File: config.mk
export PLATFORM = sky130hd
export DESIGN_NAME = sv_vdma_flat
export DESIGN_NICKNAME = d
export VERILOG_FILES = /design/src/rtl/sv_vdma_if.sv /design/src/rtl/sv_vdma.sv /design/src/flat_wrapper.sv
export SDC_FILE = /design/constraint.sdc
export NUM_CORES = 1
export LEC_CHECK = 0
export BUFFER_PORTS_ARGS = -buffer_cell sky130_fd_sc_hd__buf_2
export CORE_ASPECT_RATIO = 2
export CORE_UTILIZATION = 45
export DETAILED_ROUTE_END_ITERATION = 8
export GPL_TIMING_DRIVEN = 0
export PLACE_DENSITY_LB_ADDON = 0.15
export SLEW_MARGIN = 20
export SYNTH_ARGS = -nofsm -noshare
export SYNTH_HDL_FRONTEND = slang
export SYNTH_SLANG_ARGS = --single-unit
File: constraint.sdc
create_clock -name clk_sys -period 2.2 [get_ports clk_sys]
set_input_delay 0 -clock clk_sys [delete_from_list [all_inputs] [get_ports clk_sys]]
set_output_delay 0 -clock clk_sys [all_outputs]
set_load 0.005 [all_outputs]
File: src/rtl/sv_vdma_if.sv
// Register/bus interface of the VRAM block-copy engine.
// slave = engine side, master = system top / CPU side.
interface sv_vdma_if;
   logic        ce;
   logic [5:0]  AB;
   logic        cpu_rwn;
   logic        dma_cs;
   logic        lcd_en;
   logic [7:0]  data_in;
   logic [12:0] vbus_addr;
   logic [15:0] cbus_addr;
   logic        dma_en;
   logic        dma_dir;

   modport slave (
      input  ce, AB, cpu_rwn, dma_cs, lcd_en, data_in,
      output vbus_addr, cbus_addr, dma_en, dma_dir
   );

   modport master (
      output ce, AB, cpu_rwn, dma_cs, lcd_en, data_in,
      input  vbus_addr, cbus_addr, dma_en, dma_dir
   );
endinterface

File: src/rtl/sv_vdma.sv
// SuperVision VRAM block-copy engine: owns system registers 0x08-0x0D and
// walks CPU-bus / VRAM addresses one byte per ce period while dma_en is high.
module sv_vdma #(
   parameter int unsigned BLOCK_BYTES = 16
) (
   input logic      clk_sys,
   input logic      reset,
   sv_vdma_if.slave bus
);

   localparam int unsigned CntW = $clog2(256 * BLOCK_BYTES + 1);

   typedef enum logic [0:0] {StIdle, StXfer} state_e;

   state_e          state_q;
   logic [15:0]     cbus_reg_q;
   logic [12:0]     vbus_reg_q;
   logic [7:0]      len_q;
   logic [15:0]     cnt_a_q;
   logic [12:0]     vba_q;
   logic [CntW-1:0] remaining_q;
   logic            dma_en_q;
   logic            dir_q;

   logic            reg_wr;
   logic [CntW-1:0] byte_cnt;

   assign reg_wr = bus.ce & bus.dma_cs & ~bus.cpu_rwn;

   // A length of zero means the full 256 blocks.
   assign byte_cnt = CntW'(((len_q == 8'd0) ? 256 : int'(len_q)) * BLOCK_BYTES);

   always_ff @(posedge clk_sys) begin
      if (reset) begin
         state_q     <= StIdle;
         cbus_reg_q  <= '0;
         vbus_reg_q  <= '0;
         len_q       <= '0;
         cnt_a_q     <= '0;
         vba_q       <= '0;
         remaining_q <= '0;
         dma_en_q    <= 1'b0;
         dir_q       <= 1'b0;
      end else if (bus.ce) begin
         unique case (state_q)
            StIdle: begin
               if (reg_wr) begin
                  case (bus.AB)
                     6'h08: cbus_reg_q[7:0]   <= bus.data_in;
                     6'h09: cbus_reg_q[15:8]  <= bus.data_in;
                     6'h0A: vbus_reg_q[7:0]   <= bus.data_in;
                     6'h0B: vbus_reg_q[12:8]  <= bus.data_in[4:0];
                     6'h0C: len_q             <= bus.data_in;
                     6'h0D: begin
                        if (bus.data_in[7] && bus.lcd_en) begin
                           state_q     <= StXfer;
                           dma_en_q    <= 1'b1;
                           cnt_a_q     <= cbus_reg_q;
                           vba_q       <= vbus_reg_q;
                           remaining_q <= byte_cnt;
                           dir_q       <= bus.data_in[6];
                        end
                     end
                     default: ;
                  endcase
               end
            end
            StXfer: begin
               // Programmed registers stay untouched so a restart repeats the copy.
               cnt_a_q     <= cnt_a_q + 16'd1;
               vba_q       <= vba_q + 13'd1;
               remaining_q <= remaining_q - CntW'(1);
               if (remaining_q == CntW'(1)) begin
                  state_q  <= StIdle;
                  dma_en_q <= 1'b0;
               end
            end
            default: begin
               state_q  <= StIdle;
               dma_en_q <= 1'b0;
            end
         endcase
      end
   end

   assign bus.cbus_addr = cnt_a_q;
   assign bus.vbus_addr = vba_q;
   assign bus.dma_en    = dma_en_q;
   assign bus.dma_dir   = dir_q;

endmodule
File: src/flat_wrapper.sv
// flat-port wrapper written by rule: the top's interface ports become plain ports
module sv_vdma_flat 
#(
   parameter int unsigned BLOCK_BYTES = 16
)
  (clk_sys, reset, bus_ce, bus_AB, bus_cpu_rwn, bus_dma_cs, bus_lcd_en, bus_data_in, bus_vbus_addr, bus_cbus_addr, bus_dma_en, bus_dma_dir);
  sv_vdma_if bus_i ();
  input logic clk_sys;
  input logic reset;
  input wire logic [$bits(bus_i.ce)-1:0] bus_ce;
  input wire logic [$bits(bus_i.AB)-1:0] bus_AB;
  input wire logic [$bits(bus_i.cpu_rwn)-1:0] bus_cpu_rwn;
  input wire logic [$bits(bus_i.dma_cs)-1:0] bus_dma_cs;
  input wire logic [$bits(bus_i.lcd_en)-1:0] bus_lcd_en;
  input wire logic [$bits(bus_i.data_in)-1:0] bus_data_in;
  output wire logic [$bits(bus_i.vbus_addr)-1:0] bus_vbus_addr;
  output wire logic [$bits(bus_i.cbus_addr)-1:0] bus_cbus_addr;
  output wire logic [$bits(bus_i.dma_en)-1:0] bus_dma_en;
  output wire logic [$bits(bus_i.dma_dir)-1:0] bus_dma_dir;
  assign bus_i.ce = bus_ce;
  assign bus_i.AB = bus_AB;
  assign bus_i.cpu_rwn = bus_cpu_rwn;
  assign bus_i.dma_cs = bus_dma_cs;
  assign bus_i.lcd_en = bus_lcd_en;
  assign bus_i.data_in = bus_data_in;
  assign bus_vbus_addr = bus_i.vbus_addr;
  assign bus_cbus_addr = bus_i.cbus_addr;
  assign bus_dma_en = bus_i.dma_en;
  assign bus_dma_dir = bus_i.dma_dir;
  sv_vdma #(.BLOCK_BYTES(BLOCK_BYTES)) u_core (.clk_sys(clk_sys), .reset(reset), .bus(bus_i));
endmodule
== Word level (Yosys, flattened, before mapping) ==
Cells that the tools add are included.

* Register bits after elaboration: 82
* Bits of input ports: 20
* Output and inout port bits: 31
* Logic and storage cells: 62

* $add $sub $neg: 3
* Equality and inequality tests: 11
* Multiplexer cells: 23
* Bitwise logic cells: 4
* Reduce and logical (&&, ||, !) cells: 10

{| class="wikitable"
|+ Operators by type and width
! kind !! count
|-
| 13-bit two-way mux || 6
|-
| 13-bit case mux with 2 select lines || 2
|-
| 16-bit two-way mux || 3
|-
| 6-bit by 4-bit == test with 1-bit output (second input constant) || 6
|-
| 16-bit case mux with 2 select lines || 1
|-
| 4-bit AND reduction || 6
|-
| 16-bit by 1-bit adder with 16-bit output (second input constant) || 1
|-
| 13-bit by 1-bit adder with 13-bit output (second input constant) || 1
|-
| 13-bit by 1-bit == test with 1-bit output (second input constant) || 1
|-
| 13-bit by 1-bit subtractor with 13-bit output (second input constant) || 1
|-
| 5-bit AND reduction || 2
|-
| 9-bit two-way mux || 1
|-
| 8-bit zero test || 1
|-
| 1-bit two-way mux || 8
|-
| 2-bit by 1-bit != test with 1-bit output (second input constant) || 2
|-
| 2-bit != test (second input constant) || 2
|-
| 1-bit case mux with 2 select lines || 2
|-
| 1-bit AND || 2
|-
| 1-bit NOT || 2
|-
| 1-bit logical AND || 1
|}

== Logic depth before layout (Yosys ltp) ==
* Depth in word-level cells: 6
* Mapped depth: 7
* Gate-level depth less buffers: 6

== Worst setup path after synthesis ==
No wires, ideal clock.

* Path type: register -> register
* Start: register u_core.remaining_q[0]
* End: register u_core.remaining_q[11]
* Setup time: 0.131 ns
* Data arrival time: 1.552 ns
* Data required time: 2.069 ns
* Setup slack: 0.517 ns
* Stages on the path, launching flop included: 6
* Buffers on the path: 0
* Period minus slack after synthesis: 1.683 ns
* Cells stage by stage: dfxtp_1 -> nor4_1 -> nand2_1 -> or4_1 -> mux2i_1 -> a21oi_1

* Cells in the longest elaborated chain, start to end: 2

{| class="wikitable"
|+ RTL lines
! element !! RTL line !! RTL
|-
| start, declared || sv_vdma.sv:21 || <nowiki>logic [CntW-1:0] remaining_q;</nowiki>
|-
| start signal, assigned || sv_vdma.sv:60 || <nowiki>remaining_q <= byte_cnt;</nowiki>
|-
| start signal, assigned || sv_vdma.sv:72 || <nowiki>remaining_q <= remaining_q - CntW'(1);</nowiki>
|-
| 13-bit by 1-bit subtractor with 13-bit output || sv_vdma.sv:72 ||
|-
| 13-bit case mux with 2 select lines || sv_vdma.sv:45 || <nowiki>unique case (state_q)</nowiki>
|}

Every way passes these cells.
A chain may end at the register's enable or synchronous reset.

== Final worst setup path ==
* Start: register u_core.state_q
* End: register u_core.vba_q[11] (netlist: u_core.bus.vbus_addr[11])

* Cells in the longest elaborated chain, start to end: 3
* Elaborated cells between the ends (all ways): 6
* Classes of those cells: eq/ne (3); mux (1); bitwise (1); reduce/logical (1)

{| class="wikitable"
|+ RTL lines
! element !! RTL line !! RTL
|-
| start, declared || sv_vdma.sv:15 || <nowiki>state_e state_q;</nowiki>
|-
| start signal, assigned || sv_vdma.sv:35 || <nowiki>state_q <= StIdle;</nowiki>
|-
| start signal, assigned || sv_vdma.sv:56 || <nowiki>state_q <= StXfer;</nowiki>
|-
| start signal, assigned || sv_vdma.sv:74 || <nowiki>state_q <= StIdle;</nowiki>
|-
| 1-bit NOT (no line) || - ||
|-
| 2-bit by 1-bit != test with 1-bit output (no line) / 2-bit != test (equally long branches) || - ||
|-
| 4-bit AND reduction (no line) || - ||
|-
| end signal, assigned || sv_vdma.sv:59 || <nowiki>vba_q <= vbus_reg_q;</nowiki>
|-
| end signal, assigned || sv_vdma.sv:71 || <nowiki>vba_q <= vba_q + 13'd1;</nowiki>
|-
| end, declared || sv_vdma.sv:20 || <nowiki>logic [12:0] vba_q;</nowiki>
|}

Several ways; a longest one is shown, not always the timed one.

==> flow_results.xml <==
<?xml version="1.0" encoding="UTF-8"?>
<metrics>
  <group name="status">
    <metric name="run_status" unit="">finished, violations left</metric>
    <metric name="failed_checks" unit="">hold timing</metric>
  </group>
  <group name="critical_path">
    <metric name="timing.critical_path.arrival" unit="ns">2.29</metric>
    <metric name="crit_fanout" unit="">10</metric>
    <metric name="path_delay_family" unit="">simple AND/OR/NAND/NOR gates</metric>
    <metric name="critPathMostFrequentCell" unit="">sky130_fd_sc_hd__nor2_1</metric>
    <metric name="slowest_stage_delay_cp" unit="ns">0.42</metric>
    <metric name="cp_cell_sequence" unit="">clkbuf_1, and2_1, nor2_1, clkbuf_2, nor2_1, nor4_1</metric>
    <metric name="worst-path-buf-inv" unit="">2</metric>
    <metric name="end_kind" unit="">flip-flop</metric>
    <metric name="worstSetupStartpointType" unit="">flip-flop</metric>
    <metric name="r2r.worst_path.cells" unit="">6</metric>
    <metric name="timing.critical_path.slowest_stage_cell" unit="">sky130_fd_sc_hd__nor2_1</metric>
    <metric name="reg2reg_slack" unit="ns">0.15</metric>
    <metric name="timing.critical_path.required" unit="ns">2.44</metric>
    <metric name="critical_path_depth" unit="">6</metric>
    <metric name="category_of_the_most_critical_setup_path" unit="">reg2reg</metric>
  </group>
  <group name="power_and_ir_drop">
    <metric name="swShare" unit="">0.219</metric>
    <metric name="combPwrFrac" unit="">0.034</metric>
    <metric name="power_leakage" unit="nW">1.94</metric>
    <metric name="vdd_drop_max" unit="V">0.000470</metric>
    <metric name="powerDensity" unit="mW/mm^2">679</metric>
    <metric name="internal_power" unit="mW">2.55</metric>
    <metric name="pwr-share-seq" unit="">0.456</metric>
    <metric name="totalPowerFinal" unit="mW">3.26</metric>
    <metric name="power_frac_clock" unit="">0.510</metric>
    <metric name="p_sw" unit="mW">0.714</metric>
  </group>
  <group name="place">
    <metric name="detailed_place_hpwl" unit="microns">9650</metric>
    <metric name="gp_congestion" unit="">0.897</metric>
    <metric name="place_worst_setup_slack" unit="ns">-0.0680</metric>
    <metric name="io_buffers" unit="">50</metric>
    <metric name="placed_cell_area" unit="sq mm">0.00443</metric>
  </group>
  <group name="sta">
    <metric name="final_setup_violation_count" unit="">0</metric>
    <metric name="maxSlewViolCount" unit="">0</metric>
    <metric name="total_negative_slack" unit="ns">0</metric>
    <metric name="tightestPinTransition" unit="ns">0.715</metric>
    <metric name="fin_crit_sh" unit="">0.931</metric>
    <metric name="grt_setup_unrepaired" unit="">no</metric>
    <metric name="clock.fmax" unit="GHz">0.488</metric>
    <metric name="timing.final.hold_violations" unit="">1</metric>
    <metric name="timing.max_slew.rel_slack" unit="">0.524</metric>
    <metric name="fin_hold_ws" unit="ns">-0.000423</metric>
    <metric name="layout_setup_ws" unit="ns">0.152</metric>
    <metric name="fin_crit" unit="ns">2.05</metric>
    <metric name="finalClockSkew" unit="ns">0.00351</metric>
  </group>
  <group name="min_path">
    <metric name="hold_class" unit="">in2reg</metric>
    <metric name="min_path_cells" unit="">3</metric>
  </group>
  <group name="layout">
    <metric name="areaGrowthSynthToFinish" unit="%">18.4</metric>
    <metric name="finish.instance_area" unit="sq mm">0.00480</metric>
    <metric name="nets" unit="">565</metric>
    <metric name="finalCoreUtilization" unit="">0.551</metric>
    <metric name="n_fill_cell" unit="">809</metric>
    <metric name="final_layout_size_suffix_gt1_frac" unit="">0.168</metric>
    <metric name="antenna-diode-count" unit="">0</metric>
  </group>
  <group name="floorplanning">
    <metric name="die_area" unit="sq mm">0.00942</metric>
    <metric name="io-pin-count" unit="">51</metric>
    <metric name="fp.dieW" unit="microns">69.1</metric>
    <metric name="placeable_core_region" unit="sq mm">0.00871</metric>
    <metric name="initial_utilization" unit="">0.466</metric>
    <metric name="core.rowCount" unit="">48</metric>
    <metric name="die_y" unit="microns">136</metric>
  </group>
  <group name="clocking">
    <metric name="cts_buffer_depth" unit="">2</metric>
    <metric name="ctsRootBufferMaster" unit="">sky130_fd_sc_hd__clkbuf_16</metric>
    <metric name="postCtsSetupRepairBufs" unit="">0</metric>
    <metric name="h-tree-depth" unit="">3</metric>
    <metric name="inserted_clock_buffers" unit="">9</metric>
    <metric name="clock-sinks" unit="">82</metric>
    <metric name="clock_pin_transition_on_the_worst_setup_and_hold_timing_paths" unit="ns">0.06</metric>
    <metric name="tritoncts" unit="">yes</metric>
    <metric name="clk-insertion-delay-late" unit="ns">0.34</metric>
  </group>
  <group name="drt">
    <metric name="drt_pass1_iterations" unit="">5</metric>
    <metric name="avgRoutedWirePerCell" unit="microns">20.2</metric>
    <metric name="drt_iter0_markers" unit="">322</metric>
    <metric name="detail_route.wirelength" unit="microns">13100</metric>
    <metric name="via_count" unit="">3990</metric>
    <metric name="route.detailed.drc" unit="">0</metric>
    <metric name="route.detailed.vias_per_inst" unit="">6.18</metric>
    <metric name="antenna_violating_nets_post_route" unit="">0</metric>
  </group>
  <group name="logic_synthesis">
    <metric name="ys_seq_elements" unit="">82</metric>
    <metric name="syn_area_per_cell" unit="sq um">8.50</metric>
    <metric name="edff_count_synth" unit="">0</metric>
    <metric name="netlist_instances" unit="">477</metric>
    <metric name="synth_seq_area_share" unit="">0.405</metric>
    <metric name="netlist_area" unit="sq mm">0.00406</metric>
    <metric name="ys.warnings.count" unit="">0</metric>
    <metric name="ys_async_sr_fraction" unit="">0</metric>
    <metric name="dominantRegCellSynth" unit="">sky130_fd_sc_hd__dfxtp_1</metric>
    <metric name="syn_nets" unit="">501</metric>
    <metric name="post_synth_num_cell_types" unit="">64</metric>
  </group>
  <group name="global_route">
    <metric name="global_route.overflow_total" unit="">0</metric>
    <metric name="grt_first_pass_wirelength" unit="microns">20500</metric>
    <metric name="grt_util_met1" unit="">0.334</metric>
    <metric name="globalRoute.busiestLayer" unit="">met2</metric>
    <metric name="track_usage" unit="">0.286</metric>
    <metric name="first_global_vias" unit="">3771</metric>
    <metric name="use_met3" unit="">0.0371</metric>
    <metric name="pin_count_of_the_biggest_net_entering_global_routing" unit="">15</metric>
    <metric name="number_of_antenna_violations_at_the_first_check_in_global_routing" unit="">0</metric>
    <metric name="grt.met2_usage" unit="">0.476</metric>
  </group>
  <group name="run">
    <metric name="maxCapViolations" unit="">0</metric>
  </group>
</metrics>
synthesized netlist by cell type (6+ instances only):
cell type | instances | share of area
sky130_fd_sc_hd__a21oi_1 | 33 | 0.041
sky130_fd_sc_hd__a31oi_1 | 8 | 0.012
sky130_fd_sc_hd__clkbuf_1 | 24 | 0.022
sky130_fd_sc_hd__dfxtp_1 | 82 | 0.40
sky130_fd_sc_hd__inv_1 | 7 | 0.0065
sky130_fd_sc_hd__mux2i_1 | 43 | 0.11
sky130_fd_sc_hd__nand2_1 | 38 | 0.035
sky130_fd_sc_hd__nand2b_1 | 6 | 0.0093
sky130_fd_sc_hd__nand3_1 | 13 | 0.016
sky130_fd_sc_hd__nand4_1 | 11 | 0.017
sky130_fd_sc_hd__nor2_1 | 73 | 0.068
sky130_fd_sc_hd__nor3_1 | 8 | 0.0099
sky130_fd_sc_hd__nor4_1 | 8 | 0.012
sky130_fd_sc_hd__o21ai_0 | 21 | 0.026
routing by layer:
metal	wire length, microns	up-vias
met5	0	-
met4	681	0
met3	671	45
met2	6540	168
met1	5170	1907
li1	-	1870
cells in the final DEF (no fill, tap or decap), drive strengths merged, types with 5 or more instances in the layout:
cell type | Yosys | routed
a211oi | 5 | 5
o22ai | 5 | 5
nand2b | 7 | 7
clkbuf | 24 | 33
nand2 | 39 | 39
buf | 8 | 58
nor3 | 9 | 9
dfxtp | 82 | 82
nand3 | 14 | 14
a21oi | 33 | 33
and3 | 5 | 5
nor2 | 74 | 74
nor4 | 8 | 8
o21ai | 21 | 21
nand4 | 11 | 11
nor2b | 5 | 5
o211ai | 5 | 5
a31oi | 8 | 8
mux2i | 43 | 43
inv | 7 | 8
path summary, 6_finish.rpt:
check                startpoint                        to
max              u_core.state_q  u_core.bus.vbus_addr[11]
min              bus_data_in[4]      u_core.cbus_reg_q[4]
min reg2reg  u_core.bus.dma_dir        u_core.bus.dma_dir
max reg2reg      u_core.state_q  u_core.bus.vbus_addr[11]
cell type report:
| cell class | count | area (sq um) | share of cell area |
|---|---|---|---|
| clock inverter | 6 | 88.8 | 0.0185 |
| multi-input combinational | 356 | 2240 | 0.466 |
| buffer | 31 | 153 | 0.0318 |
| sequential | 82 | 1640 | 0.342 |
| tap | 100 | 125 | 0.0261 |
| clock buffer | 10 | 239 | 0.0498 |
| timing repair buffer | 54 | 290 | 0.0604 |
| inverter | 7 | 26.3 | 0.00547 |
sequential cells by signal, indices dropped and copies added, names as in the netlist:
name                  count
u_core.bus.cbus_addr     16
u_core.bus.dma_dir        1
u_core.bus.dma_en         1
u_core.bus.vbus_addr     13
u_core.cbus_reg_q        16
u_core.len_q              8
u_core.remaining_q       13
u_core.state_q            1
u_core.vbus_reg_q        13
worst min-delay path, stage by stage:
cell and delay [ns]:
sky130_fd_sc_hd__buf_2 0.14, sky130_fd_sc_hd__mux2i_1 0.09, sky130_fd_sc_hd__nor2_1 0.07
through the flow:
step	cells	hold slack, ns
after global placement	627	0.310
after CTS	647	0.000887
after detailed placement	627	0.327
after floorplan	477	0.140
after global routing	646	0.00740
final	646	-0.000423
cell families after synthesis:
group                    Yosys count  synth area share
flip-flops                        82             0.405
AO/OA/AOI/OAI                    111             0.179
adder cells (fa/ha/maj)            4            0.0123
AND/OR/NAND/NOR                  192             0.240
buffers and inverters             39            0.0435
XOR/XNOR                           3           0.00648
multiplexers                      46             0.114
power groups by stage:
| stage | logic (mW) | clock network (mW) | registers, mW |
|---|---|---|---|
| floorplan | 0.0466 | 0 | 1.52 |
| global placement | 0.104 | 0 | 1.52 |
| detailed placement | 0.106 | 0 | 1.52 |
| CTS | 0.111 | 1.67 | 1.49 |
| global route | 0.119 | 1.74 | 1.49 |
| finish | 0.112 | 1.66 | 1.49 |
timing repair:
action / in CTS / in global routing
hold endpoints to repair: 6 / 0
resized for setup: 2 / 6
hold buffers: 4 / 0
endpoints found under the setup margin: 4 / 19
Power figures use the tool's default switching activity.
